**src/rtl/if_id_fetch.sv**
```systemverilog
// if_id_fetch: drives the instruction-memory req/ack read for PCF and owns the IF/ID pipeline register.
// Latency: an acked word reaches InstrD on the next clk edge, or on the edge after StallD releases if it was parked.
// Backpressure: FetchStall freezes PCF while a read is pending, parked or being dropped; StallD holds IF/ID.
module if_id_fetch #(
    parameter logic [31:0] NOP_INSTR = 32'h0000_0000,
    parameter int unsigned TIMEOUT   = 16
) (
    input  logic        clk,
    input  logic        reset,
    input  logic [31:0] PCF,
    output logic [31:0] PCPlus4F,
    output logic        imem_req,
    output logic [31:0] imem_addr,
    input  logic        imem_ack,
    input  logic [31:0] imem_rdata,
    input  logic        StallD,
    input  logic        FlushD,
    output logic        FetchStall,
    output logic [31:0] InstrD,
    output logic [31:0] PCPlus4D,
    output logic        ValidD,
    output logic        imem_err
);

    localparam int               CNT_W   = $clog2(TIMEOUT + 1);
    localparam logic [CNT_W-1:0] CNT_MAX = CNT_W'(TIMEOUT);

    // FETCH: a request for PCF is on the bus.
    // HOLD : a word arrived while decode was stalled and is parked locally.
    // DROP : a flushed request is still outstanding; its data will be thrown away.
    localparam logic [1:0] ST_FETCH = 2'd0;
    localparam logic [1:0] ST_HOLD  = 2'd1;
    localparam logic [1:0] ST_DROP  = 2'd2;

    logic [1:0]       state;
    logic [1:0]       state_nxt;
    logic             in_hold;
    logic             in_drop;
    logic             in_fetch;

    logic [31:0]      drop_addr;
    logic [31:0]      hold_instr;
    logic [31:0]      hold_pcp4;

    logic [CNT_W-1:0] wait_cnt;
    logic [CNT_W-1:0] wait_cnt_nxt;

    logic             ifid_load_mem;
    logic             ifid_load_hold;
    logic             ifid_bubble;
    logic             hold_capture;
    logic             drop_capture;

    // The unused encoding behaves as FETCH so a corrupted state recovers by itself.
    assign in_hold  = (state == ST_HOLD);
    assign in_drop  = (state == ST_DROP);
    assign in_fetch = !in_hold && !in_drop;

    // Fetch-side combinational outputs; the request is gated by reset so nothing is issued while it is held low.
    always_comb begin
        PCPlus4F   = PCF + 32'd4;
        imem_req   = reset && !in_hold;
        imem_addr  = in_drop ? drop_addr : PCF;
        // A flush in FETCH lets the PC take the redirect target on this edge.
        FetchStall = (in_fetch && !imem_ack && !FlushD) || in_hold || in_drop;
    end

    // Next-state and IF/ID update decisions; FlushD beats StallD beats a normal load.
    always_comb begin
        state_nxt      = state;
        ifid_load_mem  = 1'b0;
        ifid_load_hold = 1'b0;
        ifid_bubble    = 1'b0;
        hold_capture   = 1'b0;
        drop_capture   = 1'b0;
        case (state)
            ST_HOLD: begin
                if (FlushD) begin
                    ifid_bubble = 1'b1;
                    state_nxt   = ST_FETCH;
                end else if (!StallD) begin
                    ifid_load_hold = 1'b1;
                    state_nxt      = ST_FETCH;
                end
            end
            ST_DROP: begin
                // Another flush changes nothing here: the dropped address is already latched.
                if (FlushD || !StallD) begin
                    ifid_bubble = 1'b1;
                end
                if (imem_ack) begin
                    state_nxt = ST_FETCH;
                end
            end
            default: begin
                state_nxt = ST_FETCH;
                if (FlushD) begin
                    ifid_bubble = 1'b1;
                    if (!imem_ack) begin
                        // The request cannot be withdrawn, so finish it at the old address.
                        drop_capture = 1'b1;
                        state_nxt    = ST_DROP;
                    end
                end else if (StallD) begin
                    if (imem_ack) begin
                        hold_capture = 1'b1;
                        state_nxt    = ST_HOLD;
                    end
                end else if (imem_ack) begin
                    ifid_load_mem = 1'b1;
                end else begin
                    ifid_bubble = 1'b1;
                end
            end
        endcase
    end

    // Wait counter: counts unanswered request cycles, saturating at TIMEOUT.
    always_comb begin
        wait_cnt_nxt = wait_cnt;
        if (imem_req && !imem_ack) begin
            if (wait_cnt != CNT_MAX) begin
                wait_cnt_nxt = wait_cnt + 1'b1;
            end
        end else if (imem_ack || (state_nxt == ST_FETCH && !in_fetch)) begin
            wait_cnt_nxt = '0;
        end
    end

    // State register.
    always_ff @(posedge clk or negedge reset) begin
        if (!reset) begin
            state <= ST_FETCH;
        end else begin
            state <= state_nxt;
        end
    end

    // Wait counter and sticky timeout flag; only reset clears the flag.
    always_ff @(posedge clk or negedge reset) begin
        if (!reset) begin
            wait_cnt <= '0;
            imem_err <= 1'b0;
        end else begin
            wait_cnt <= wait_cnt_nxt;
            if (wait_cnt_nxt == CNT_MAX) begin
                imem_err <= 1'b1;
            end
        end
    end

    // Address of a flushed-but-outstanding request, replayed on the bus while dropping.
    always_ff @(posedge clk or negedge reset) begin
        if (!reset) begin
            drop_addr <= 32'd0;
        end else if (drop_capture) begin
            drop_addr <= PCF;
        end
    end

    // Parking register for a word that arrived while decode was stalled.
    always_ff @(posedge clk or negedge reset) begin
        if (!reset) begin
            hold_instr <= 32'd0;
            hold_pcp4  <= 32'd0;
        end else if (hold_capture) begin
            hold_instr <= imem_rdata;
            hold_pcp4  <= PCPlus4F;
        end
    end

    // IF/ID pipeline register; a bubble leaves PCPlus4D untouched since ValidD=0 marks it meaningless.
    always_ff @(posedge clk or negedge reset) begin
        if (!reset) begin
            InstrD   <= NOP_INSTR;
            PCPlus4D <= 32'd0;
            ValidD   <= 1'b0;
        end else if (ifid_bubble) begin
            InstrD <= NOP_INSTR;
            ValidD <= 1'b0;
        end else if (ifid_load_mem) begin
            InstrD   <= imem_rdata;
            PCPlus4D <= PCPlus4F;
            ValidD   <= 1'b1;
        end else if (ifid_load_hold) begin
            InstrD   <= hold_instr;
            PCPlus4D <= hold_pcp4;
            ValidD   <= 1'b1;
        end
    end

endmodule

```
**config.mk**
```make
export PLATFORM = sky130hd
export DESIGN_NAME = if_id_fetch
export DESIGN_NICKNAME = d
export VERILOG_FILES = /design/src/rtl/if_id_fetch.sv
export SDC_FILE = /design/constraint.sdc
export NUM_CORES = 1
export LEC_CHECK = 0
export BUFFER_PORTS_ARGS = -buffer_cell sky130_fd_sc_hd__buf_2
export CORE_AREA = 2 2 167 169
export CTS_CLUSTER_DIAMETER = 80
export DETAILED_ROUTE_END_ITERATION = 10
export DIE_AREA = 0 0 169 171
export GPL_TIMING_DRIVEN = 1
export PLACE_DENSITY = 0.58
export SLEW_MARGIN = 10
export SYNTH_ARGS = -nofsm -noshare
export SYNTH_HDL_FRONTEND = slang
export SYNTH_SLANG_ARGS = --single-unit
```
**constraint.sdc**
```tcl
create_clock -name clk -period 2.2 [get_ports clk]
set_input_delay 0.33 -clock clk [delete_from_list [all_inputs] [get_ports clk]]
set_output_delay 0.33 -clock clk [all_outputs]
set_load 0.02 [all_outputs]
```
==> impl_metrics.py <==
metrics = {
    "die": {
        "die_area_mm2": 0.0289,
        "initial_core_util_pct": 29.4,
        "core_mm2": 0.0273,
        "num_rows": 61,
        "die_h_um": 171,
        "io_pins": 201,
        "die_w_um": 169,
    },
    "sta": {
        "skew_ns": 0.0113,
        "max_slew_margin_pct": 43.7,
        "min_period_over_period_pct": 99.5,
        "grt_setup_unrepaired": "yes",
        "max_freq_mhz": 457,
        "slew_violations": 0,
        "tns_ns": 0,
        "hold_viol_final": 0,
        "tightest_slew_ns": 0.844,
        "finalSetupViolations": 0,
        "period_needed_ns": 2.19,
    },
    "worst_setup_path": {
        "slowest_stage": "or4_4",
        "start_kind": "input port",
        "r2r-end": "imem_err",
        "cp.arrival_ns": 1.86,
        "ff2ff_path_depth": 8,
        "regToRegStartpoint": "state[0]",
        "path_max_fanout": 4,
        "path_delay_family": "simple AND/OR/NAND/NOR gates",
        "worst-setup-path-type": "in2out",
        "cp.required_ns": 1.87,
        "crit_chain": "buf_2, nand3_2, or4_4, or3_4, xnor2_4, buf_6",
        "end_kind": "primary output",
        "cp_slowest_stage_delay_ns": 0.58,
        "worst-path-buf-inv": 2,
        "r2r_slack_ns": 0.09,
    },
    "hold_path": {
        "min_path_cells": 2,
        "hp-start": "imem_rdata[1]",
        "worstHoldPathType": "in2reg",
        "holdPathEnd": "hold_instr[1]",
    },
    "final_layout": {
        "nFillCells": 2678,
        "drive_gt1_share_pct": 46.9,
        "areaGrowthSynthToFinish_pct": 38.4,
        "final_cell_count_no_fill": 1353,
        "fin_nets": 1068,
        "n_antenna_cell": 0,
    },
    "yosys": {
        "synthCells": 730,
        "netlist_area_mm2": 0.00803,
        "netlist.top_cell.by_area": "dfrtp_1",
        "yosysUniqueCellTypes": 54,
        "avgSynthCellArea_um2": 11.0,
        "async_reset_ff_share_pct": 100,
        "synth_top_area_share_pct": 52.7,
        "ys_top_cells_by_count": "dfrtp_1, mux2_2, nand2_1",
        "synth_seq_cells": 169,
        "synth_edf_count": 0,
        "yosysWarnings": 0,
        "synthFlopType": "dfrtp_1",
        "yosysMostFrequentCell": "dfrtp_1",
        "syn_nets": 804,
        "synth_area_leaders": "dfrtp_1, mux2_2, o21ai_0",
        "synth-seq-area-share_pct": 52.7,
    },
    "clocking": {
        "numCtsBuffers": 17,
        "clockBufferDepth": 2,
        "cts_htree_levels": 4,
        "path_clk_slew_ns": 0.07,
        "clock_latency_ns": 0.43,
        "cts-root-buf": "clkbuf_16",
        "cts_sinks": 169,
        "cts_tree": "built",
    },
    "place": {
        "routabilityCongestion": 0.845,
        "hpwl_um": 16900,
        "numPortBuffers": 200,
        "dpl.cell_count": 1312,
    },
    "power": {
        "p_leak_nw": 5.16,
        "ir_worst_vdd_v": 0.000437,
        "power_density_mw_per_mm2": 883,
    },
    "run": {
        "drv_cap": 0,
    },
    "detailed_routing": {
        "via_count": 6441,
        "ant_nets": 0,
        "wl_um": 23800,
        "drc": 0,
        "via_per_inst": 4.76,
        "first_pass_iters": 4,
        "first_iter_violations": 306,
        "wl_per_cell_um": 17.6,
    },
    "global_routing": {
        "grt_pass1_vias": 6405,
        "grt_antenna_before_repair": 0,
        "overflow": 0,
        "grt_start_max_net_pins": 65,
        "grt_pass1_wl_um": 36800,
        "grt_use_total_pct": 16.5,
    },
    "outcome": {
        "outcome": "finished clean",
    },
}
## per-layer routing
metal  vias to the layer above  GRT usage, %  wire length (um)
met5                         -             0                 0
met4                         0          5.95               556
li1                       3097             -                 -
met2                       126          27.3             11800
met1                      3186          21.7             10700
met3                        32          3.05               806
## logic make-up after synthesis
| group | count (synthesis) | share of synthesized area, % |
|---|---|---|
| muxes | 144 | 19.6 |
| AOI/OAI and AO/OA | 122 | 8.85 |
| xor gates and xnor gates | 27 | 2.94 |
| buffers and inverters | 72 | 3.58 |
| DFF | 169 | 52.7 |
| adders and majority gates | 5 | 0.779 |
| and+or+nand+nor | 191 | 11.5 |
## layout make-up
class                           instances  area (um^2)  area share (%)
Clock inverter                         11          136            1.23
Clock buffer                           21          470            4.23
Tap cell                              346          433            3.90
Inverter                               26         97.6           0.878
Sequential cell                       169         4230            38.1
Timing Repair Buffer                  291         1940            17.4
Multi-Input combinational cell        489         3810            34.3
## report_power, final
part           switching [W]  total [W]  internal (W)
combinational        0.00144    0.00254       0.00110
clock                0.00133    0.00312       0.00179
sequential          0.000350    0.00416       0.00381
## flip-flops by register name (all words and copies together) (netlist names)
signal,cells
InstrD,32
PCPlus4D,32
ValidD,1
drop_addr,32
hold_instr,32
hold_pcp4,32
imem_err,1
state,2
wait_cnt,5
## through the flow
step | hold slack, ns | utilization [%] | setup slack [ns] | total power [W] | area, um^2
floorplan | 0.0344 | - | -0.0176 | 0.00563 | 8070
global placement | 0.151 | 36.9 | -0.135 | 0.00662 | 10100
detailed placement | 0.150 | 36.9 | -0.126 | 0.00669 | 10100
CTS | 0.124 | 39.8 | -0.0726 | 0.00989 | 10900
global route | 0.123 | 40.7 | -0.0403 | 0.0104 | 11100
finish | 0.143 | 40.7 | 0.0110 | 0.00981 | 11100
## worst max path at each step
stage | from | endpoint | depth (start not counted)
2_1_floorplan | state[0] | PCPlus4D[24] | 9
3_3_place_gp | PCF[4] | PCPlus4F[17] | 8
3_5_place_dp | PCF[3] | PCPlus4F[22] | 7
4_1_cts | PCF[3] | PCPlus4F[22] | 7
6_report | PCF[5] | PCPlus4F[22] | 6
5_1_grt | PCF[6] | PCPlus4F[21] | 8
## worst register-to-register path, stage by stage (launching register included)
cell and delay (ns):
dfrtp_1 0.40, inv_2 0.08, ha_4 0.21, buf_4 0.16, nor3_2 0.23, a2111oi_4 0.06, buf_4 0.16, a221o_1 0.36
o41ai_1 0.34
## placed cells by master (no fill, tap or decap), types with 4 or more instances in the layout
master / count
and3_1: 7
nand3_1: 21
and2_1: 4
clkinv_4: 4
a21oi_1: 10
nand4_1: 9
nand2_1: 84
a221o_1: 4
nor2_1: 23
nor3_2: 4
xor2_1: 13
nor3_1: 4
o21ai_0: 80
buf_12: 10
xnor2_1: 6
a31oi_1: 4
inv_1: 24
buf_6: 11
mux2_2: 107
xor2_2: 4
buf_4: 89
clkbuf_16: 17
mux2i_1: 35
buf_2: 178
a22oi_1: 8
dfrtp_1: 169
## repair_timing
action / in CTS / in global routing
cloned: 1 / 0
endpoints found under the hold margin: 12 / 0
resized for setup: 27 / 45
setup endpoints to repair: 46 / 58
buffers inserted: 4 / 3
pin swaps: 6 / 11
hold buffers: 1 / 0
Note: power is estimated with default switching activity, not from simulation.
